$ cat config.mk
export PLATFORM = sky130hd
export DESIGN_NAME = fetch_stage_flat
export DESIGN_NICKNAME = d
export VERILOG_FILES = /design/src/rtl/if_pkg.sv /design/src/rtl/fetch_stage_if.sv /design/src/rtl/fetch_stage.sv /design/src/flat_wrapper.sv
export SDC_FILE = /design/constraint.sdc
export NUM_CORES = 1
export LEC_CHECK = 0
export ABC_CLOCK_PERIOD_IN_PS = 6270
export CORE_MARGIN = 5
export CORE_UTILIZATION = 45
export CTS_CLUSTER_SIZE = 30
export DETAILED_ROUTE_END_ITERATION = 8
export HOLD_SLACK_MARGIN = 0.08
export PLACE_DENSITY = 0.83
export SLEW_MARGIN = 10
export SYNTH_ARGS = -nofsm -noshare
export SYNTH_HDL_FRONTEND = slang
export SYNTH_SLANG_ARGS = --single-unit
$ cat constraint.sdc
create_clock -name CLK -period 6.27 [get_ports CLK]
set_input_delay 1.254 -clock CLK [delete_from_list [all_inputs] [get_ports CLK]]
set_output_delay 1.254 -clock CLK [all_outputs]
set_load 0.02 [all_outputs]
$ cat src/rtl/if_pkg.sv
// Shared definitions for the instruction-fetch stage.
// Holds the FSM state encoding, the fetch-packet field layout, the default
// reset PC and small PC arithmetic helpers used by fetch_stage.
package if_pkg;

    // Fetch FSM states; two bits so the encoding matches legacy constants.
    typedef enum logic [1:0] {
        REQ   = 2'd0,
        WAIT  = 2'd1,
        PUSH  = 2'd2,
        DRAIN = 2'd3
    } fetch_state_t;

    // Fetch packet layout: {instr, PC, PC+4}
    localparam int INSTR_HI = 95;
    localparam int INSTR_LO = 64;
    localparam int PC_HI    = 63;
    localparam int PC_LO    = 32;
    localparam int PCP4_HI  = 31;
    localparam int PCP4_LO  = 0;

    localparam logic [31:0] RESET_PC_DEFAULT = 32'h0040_0000;

    // Sequential successor; wraps modulo 2^32.
    function automatic logic [31:0] pc_plus4(input logic [31:0] pc);
        return pc + 32'd4;
    endfunction

    // Redirect targets are word aligned; the two low bits are forced to zero.
    function automatic logic [31:0] align_pc(input logic [31:0] addr);
        return addr & ~32'd3;
    endfunction

endpackage

$ cat src/rtl/fetch_stage_if.sv
// Bus bundle between the fetch stage and its environment.
// Groups the instruction-memory handshake, the branch redirect input and the
// IF->ID FIFO push interface.
//   master : the fetch stage (drives imem request, push and counter)
//   slave  : memory / FIFO / branch unit side
interface fetch_stage_if;
    logic        imem_req;
    logic [31:0] imem_addr;
    logic        imem_valid;
    logic [31:0] imem_data;
    logic        redirect_valid;
    logic [31:0] redirect_pc;
    logic        pushing;
    logic [95:0] out_data;
    logic        push_must_wait;
    logic [31:0] fetched_count;

    modport master (
        output imem_req, imem_addr, pushing, out_data, fetched_count,
        input  imem_valid, imem_data, redirect_valid, redirect_pc, push_must_wait
    );

    modport slave (
        input  imem_req, imem_addr, pushing, out_data, fetched_count,
        output imem_valid, imem_data, redirect_valid, redirect_pc, push_must_wait
    );
endinterface

$ cat src/rtl/fetch_stage.sv
// Instruction-fetch stage.
// Issues one-cycle read requests to instruction memory from the PC, builds a
// 96-bit packet {instr, PC, PC+4} from each response and pushes it into the
// IF->ID FIFO, waiting while push_must_wait is high. Redirects reload the PC
// and discard whatever fetch is still in flight.
// Ports:
//   CLK   : clock, all state changes on posedge
//   RESET : synchronous active-low reset
//   bus   : fetch_stage_if master (imem handshake, redirect, FIFO push,
//           fetched_count)
module fetch_stage
    import if_pkg::*;
#(
    parameter logic [31:0] RESET_PC       = RESET_PC_DEFAULT,
    parameter int          ELEM_SIZE_BITS = 96
) (
    input  logic           CLK,
    input  logic           RESET,
    fetch_stage_if.master  bus
);

    localparam logic [1:0] ST_REQ   = REQ;
    localparam logic [1:0] ST_WAIT  = WAIT;
    localparam logic [1:0] ST_PUSH  = PUSH;
    localparam logic [1:0] ST_DRAIN = DRAIN;

    logic [1:0]                state_r, state_s;
    logic [31:0]               pc_r, pc_s;
    logic                      req_r, req_s;
    logic [31:0]               addr_r, addr_s;
    logic                      push_r, push_s;
    logic [ELEM_SIZE_BITS-1:0] data_r, data_s;
    logic [31:0]               count_r, count_s;
    logic                      accept_s;

    // Next-state, next-PC and next-output computation for the fetch FSM.
    always_comb begin
        state_s  = state_r;
        pc_s     = pc_r;
        req_s    = 1'b0;
        addr_s   = addr_r;
        push_s   = push_r;
        data_s   = data_r;
        accept_s = (state_r == ST_PUSH) && !bus.push_must_wait;

        // An accepted push counts even when a redirect drops it; the
        // downstream stage flushes that packet itself.
        if (accept_s) begin
            count_s = count_r + 32'd1;
        end else begin
            count_s = count_r;
        end

        case (state_r)
            ST_REQ: begin
                // The request goes out on this edge with the current PC; if a
                // redirect lands now, that request is stale and its response
                // has to be drained before fetching from the new target.
                req_s  = 1'b1;
                addr_s = pc_r;
                if (bus.redirect_valid) begin
                    pc_s    = align_pc(bus.redirect_pc);
                    state_s = ST_DRAIN;
                end else begin
                    state_s = ST_WAIT;
                end
            end
            ST_WAIT: begin
                if (bus.redirect_valid) begin
                    pc_s = align_pc(bus.redirect_pc);
                    if (bus.imem_valid) begin
                        state_s = ST_REQ;
                    end else begin
                        state_s = ST_DRAIN;
                    end
                end else if (bus.imem_valid) begin
                    data_s[INSTR_HI:INSTR_LO] = bus.imem_data;
                    data_s[PC_HI:PC_LO]       = pc_r;
                    data_s[PCP4_HI:PCP4_LO]   = pc_plus4(pc_r);
                    push_s                    = 1'b1;
                    state_s                   = ST_PUSH;
                end else begin
                    state_s = ST_WAIT;
                end
            end
            ST_PUSH: begin
                if (bus.redirect_valid) begin
                    pc_s    = align_pc(bus.redirect_pc);
                    push_s  = 1'b0;
                    state_s = ST_REQ;
                end else if (accept_s) begin
                    pc_s    = pc_plus4(pc_r);
                    push_s  = 1'b0;
                    state_s = ST_REQ;
                end else begin
                    state_s = ST_PUSH;
                end
            end
            ST_DRAIN: begin
                if (bus.redirect_valid) begin
                    pc_s = align_pc(bus.redirect_pc);
                end else begin
                    pc_s = pc_r;
                end
                // Leave once the stale response has been swallowed, even if a
                // further redirect arrives with it: nothing else is in flight.
                if (bus.imem_valid) begin
                    state_s = ST_REQ;
                end else begin
                    state_s = ST_DRAIN;
                end
            end
            default: begin
                state_s = ST_REQ;
            end
        endcase
    end

    // State and output registers with synchronous active-low reset.
    always_ff @(posedge CLK) begin
        if (!RESET) begin
            state_r <= ST_REQ;
            pc_r    <= RESET_PC;
            req_r   <= 1'b0;
            addr_r  <= RESET_PC;
            push_r  <= 1'b0;
            data_r  <= '0;
            count_r <= 32'd0;
        end else begin
            state_r <= state_s;
            pc_r    <= pc_s;
            req_r   <= req_s;
            addr_r  <= addr_s;
            push_r  <= push_s;
            data_r  <= data_s;
            count_r <= count_s;
        end
    end

    assign bus.imem_req      = req_r;
    assign bus.imem_addr     = addr_r;
    assign bus.pushing       = push_r;
    assign bus.out_data      = data_r;
    assign bus.fetched_count = count_r;

endmodule

$ cat src/flat_wrapper.sv
// flat-port wrapper written by rule: the top's interface ports become plain ports
module fetch_stage_flat import if_pkg::*;
#(
    parameter logic [31:0] RESET_PC       = RESET_PC_DEFAULT,
    parameter int          ELEM_SIZE_BITS = 96
)
  (CLK, RESET, bus_imem_req, bus_imem_addr, bus_pushing, bus_out_data, bus_fetched_count, bus_imem_valid, bus_imem_data, bus_redirect_valid, bus_redirect_pc, bus_push_must_wait);
  fetch_stage_if bus_i ();
  input  logic CLK;
  input  logic RESET;
  output wire logic [$bits(bus_i.imem_req)-1:0] bus_imem_req;
  output wire logic [$bits(bus_i.imem_addr)-1:0] bus_imem_addr;
  output wire logic [$bits(bus_i.pushing)-1:0] bus_pushing;
  output wire logic [$bits(bus_i.out_data)-1:0] bus_out_data;
  output wire logic [$bits(bus_i.fetched_count)-1:0] bus_fetched_count;
  input wire logic [$bits(bus_i.imem_valid)-1:0] bus_imem_valid;
  input wire logic [$bits(bus_i.imem_data)-1:0] bus_imem_data;
  input wire logic [$bits(bus_i.redirect_valid)-1:0] bus_redirect_valid;
  input wire logic [$bits(bus_i.redirect_pc)-1:0] bus_redirect_pc;
  input wire logic [$bits(bus_i.push_must_wait)-1:0] bus_push_must_wait;
  assign bus_imem_req = bus_i.imem_req;
  assign bus_imem_addr = bus_i.imem_addr;
  assign bus_pushing = bus_i.pushing;
  assign bus_out_data = bus_i.out_data;
  assign bus_fetched_count = bus_i.fetched_count;
  assign bus_i.imem_valid = bus_imem_valid;
  assign bus_i.imem_data = bus_imem_data;
  assign bus_i.redirect_valid = bus_redirect_valid;
  assign bus_i.redirect_pc = bus_redirect_pc;
  assign bus_i.push_must_wait = bus_push_must_wait;
  fetch_stage #(.RESET_PC(RESET_PC), .ELEM_SIZE_BITS(ELEM_SIZE_BITS)) u_core (.CLK(CLK), .RESET(RESET), .bus(bus_i));
endmodule
# Yosys cells after proc, flatten, opt, wreduce, memory -nomap -nowiden

Cells that the tools add are included.

Bits in registers: 196
Output and inout port bits: 162
Word-level logic and storage cells: 42

Reduce and logical (&&, ||, !) cells: 8
Bitwise gates (word level): 1
$add $sub $neg: 2
Muxes and demuxes: 17
Equal/unequal tests: 7

Operator list:

| operator                                               | number |
|---|---|
| 2-to-1 mux 32 bit                                      | 3 |
| case mux 32 bit (2 select lines)                       | 1 |
| adder 32 x 1 -> 32 bit (second input constant)         | 1 |
| adder 32 x 3 -> 32 bit (second input constant)         | 1 |
| 2-to-1 mux 2 bit                                       | 6 |
| case mux 2 bit (4 select lines)                        | 1 |
| 2-to-1 mux 1 bit                                       | 5 |
| equality test 2 bit (second input constant)            | 2 |
| inequality test 2 bit (second input constant)          | 2 |
| AND reduction 4 bit                                    | 1 |
| inequality test 3 x 2 -> 1 bit (second input constant) | 1 |
| AND reduction 3 bit                                    | 1 |
| OR reduction 3 bit                                     | 1 |
| equality test 2 x 1 -> 1 bit (second input constant)   | 1 |
| logical NOT 2 bit                                      | 1 |
| inequality test 2 x 1 -> 1 bit (second input constant) | 1 |
| case mux 1 bit (2 select lines)                        | 1 |
| AND reduction 2 bit                                    | 1 |
| nonzero test 2 bit                                     | 1 |
| logical AND 1 bit                                      | 1 |
| logical NOT 1 bit                                      | 1 |
| NOT 1 bit                                              | 1 |

# Depth between registers and ports, before layout

Depth in word-level cells: 5
Mapped depth: 9
Gate-level depth less buffers: 6

# Worst setup path before layout

OpenSTA, ideal clock, no wires.

Path kind: input to register
Start: in bus_redirect_valid
End: reg u_core.data_r[21], in the netlist u_core.bus.out_data[21]
Slack: 3.142 ns
Buffers on the path: 5
Arrival time: 2.995 ns
Stages: 9
Setup time: 0.133 ns
Cell sequence: clkbuf_1 -> inv_2 -> clkbuf_1 -> ha_1 -> and3_1 -> clkbuf_1 -> buf_2 -> clkbuf_1 -> a21oi_1

Longest elaborated chain between the ends: 2

RTL lines:

| what                          | line               | source |
|---|---|---|
| start, declared               | flat_wrapper.sv:18 | `input wire logic [$bits(bus_i.redirect_valid)-1:0] bus_redirect_valid;` |
| NOT 1 bit (no line)           | --                 |  |
| AND reduction 3 bit (no line) | --                 |  |
| end signal, assigned          | fetch_stage.sv:135 | `data_r <= data_s;` |
| end, declared                 | fetch_stage.sv:32  | `logic [ELEM_SIZE_BITS-1:0] data_r, data_s;` |

No other way between the ends.
A chain may end at the register's enable or synchronous reset.

# Final worst setup path

Start: in bus_redirect_valid
End: reg u_core.data_r[72], in the netlist u_core.bus.out_data[72]

The elaborated chain is that of the path after synthesis.

==> results.cfg <==
[timing]
clock-skew-final_ns = 0.01531
timing.final.ws_setup_ns = 2.136
final-max-slew-violation-count = 0
worst_hold_slack_ns = 0.4534
final.min_clock_period_ns = 4.134
max_slew_margin_pct = 40.97
grt_setup_unrepaired = no
worst_pin_slew_ns = 0.8854
top_achievable_clock_speed_mhz = 241.9
finalSetupViolations = 0
finalHoldViolations = 0
final.period_utilization_pct = 65.93
tns_ns = 0

[cts]
cts_tree = built
cts_repair_resize_count = 0
clock_tree.root_cell = clkbuf_16
clock_tree.htree_level_count = 4
post-cts-setup-buffers = 0
clkTransAtPathRegs_ns = 0.07
clockBufferDepth = 2
cts_made_buffers = 17
post_cts_hold_buffer_count = 0
clock_latency_ns = 0.43
cts_num_sinks = 188

[setup_path]
timing.setup.critical_path_class = in -> reg
crit_path_end_kind = register
crit_path_start = bus_redirect_valid
cp_data_required_time_ns = 6.54
critical_path.reg2reg.startpoint = u_core.pc_r[2]
ff2ff_setup_slack_ns = 3.55
critical_path.startpoint_type = input port
crit_path_max_fanout = 38
cp.arrival_ns = 4.41

[finish]
final_layout_size_suffix_gt1_share_pct = 4.790
area_delta_synth_final_pct = 36.19
finalNetCount = 1230
multiInputGateArea_sq_um = 3834
post-route-cell-area_sq_um = 10860
num-fill-cells = 1489
final_util_pct = 62.56
final-instance-count-excl-fill = 1394
area.sequential_sq_um = 3764
antenna_cells_inserted = 0

[synth]
synthTopCellsByArea = dfxtp_1 (47%), nand2_1 (11%), a21oi_1 (8.3%), xor2_1 (4.4%), nor2_1 (2.7%)
yosys_warnings = 0
syn_area_sq_um = 7973
synthDominantCellAreaShare_pct = 47.21
synth_commonest_cells = nand2_1 (225), dfxtp_1 (188), a21oi_1 (133), nor2_1 (57), clkbuf_1 (54)
postSynthAreaPerCell_sq_um = 8.086
ys_seq_area_share_pct = 47.21
synth.most_common_cell = nand2_1
synth_enable_flop_cells = 0
postSynth.topFlopCell = dfxtp_1
synth_top_cell_by_area = dfxtp_1
synthCells = 986
synth_async_sr_flop_share_pct = 0
yosys_register_bits = 188
post_synth_num_cell_types = 57

[routing]
route.vias.total = 7589
wl_per_cell_um = 17.37
final_antenna_net_count = 0
detailedRoute.firstIterationViolations = 547
vias_per_cell = 5.444
remaining_drc_errors = 0
drt_pass1_iterations = 5
postRouteWirelength_mm = 24.21

[global_routing]
grt_start_max_net_pins = 86
grt_first_pass_wirelength_mm = 37.47
track_usage_pct = 22.75
first_global_vias = 7206
grt-ovfl-total = 0
grt_antenna_before_repair = 1

[floorplanning]
die_span_in_y_um = 143.1
initial_utilization_pct = 45.93
die_area_sq_um = 20480
rows = 48
core_area_sq_um = 17360
ioPinCount = 231
fp.dieW_um = 143.1

[status]
run_status = finished clean

[place]
hpwlAfterDp_mm = 16.31
placed_cells_incl_taps = 1362
postPlaceCellArea_sq_um = 10200
place_congestion = 0.8496
port_buffers = 222
placement.setup.worst_slack_ns = 1.682

[power]
power.leakage_nw = 3.668
vdd_ir_drop_max_mv = 0.1914
pwr_density_cell_nw_per_um2 = 261.4
report.power.total_mw = 2.838

[hold_path]
hold_path.startpoint = u_core.bus.out_data[67]
hp-class = reg -> reg

[run]
max_cap_violations = 0
==> logic make-up after synthesis <==
logic type | Yosys count | synth area share, %
other | 1 | 0.04704
adders and majority gates | 5 | 0.7847
and+or+nand+nor | 411 | 23.96
DFF | 188 | 47.21
xor gates and xnor gates | 59 | 6.482
muxes | 2 | 0.2511
AOI/OAI and AO/OA | 226 | 16.16
buffers and inverters | 94 | 5.100
==> worst max-delay path, cell delays in order <==
cell and delay, ns:
clkdlybuf4s50_1 0.75, inv_2 0.69, ha_1 0.29, nand3_2 0.67, buf_4 0.53, nand2_1 0.12
a21oi_1 0.07
==> where the power goes <==
group	internal [mW]	switching, mW
clock	0.717	0.468
combinational	0.150	0.203
sequential	1.24	0.0560
==> path summary, 6_finish.rpt <==
check	end	cells after the start
setup reg to reg	u_core.pc_r[30]	6
setup / recovery	u_core.bus.out_data[72]	7
hold / removal	u_core.bus.out_data[67]	2
hold reg to reg	u_core.bus.out_data[67]	2
==> cell type report <==
type / count / share of cell area [%]
tap: 225 / 2.593
clock inverter: 11 / 1.636
sequential: 188 / 34.66
multi-input combinational: 709 / 35.31
clock buffer: 21 / 4.425
inverter: 9 / 0.3342
timing repair buffer: 231 / 21.04
==> layer usage <==
metal	share of wire (%)	vias up	GRT usage, %
met5	0.050	-	0
met4	1.6	2	6.403
li1	-	3716	-
met1	42	3558	28.68
met2	47	286	37.83
met3	8.9	27	6.899
==> cell usage in the layout (no fill, tap or decap), drive strengths merged, types with 10 or more instances in the layout <==
cell type / netlist / routed
a21oi: 133 / 133
inv: 9 / 12
nand4: 31 / 31
nand3: 36 / 36
or3: 11 / 11
dfxtp: 188 / 188
buf: 28 / 10
o21ai: 41 / 41
nor2: 57 / 57
xor2: 40 / 40
xnor2: 19 / 19
clkbuf: 57 / 21
a211oi: 17 / 17
nand2: 225 / 225
clkdlybuf4s50: 0 / 221
==> flip-flops by register name, summed over array words and instances (netlist names) <==
signal and cells:
u_core.bus.pushing 1, u_core.state_r 2, u_core.bus.imem_addr 30, u_core.bus.imem_req 1, u_core.pc_r 30, u_core.bus.out_data 92
u_core.bus.fetched_count 32
(Power assumes the default switching activity.)
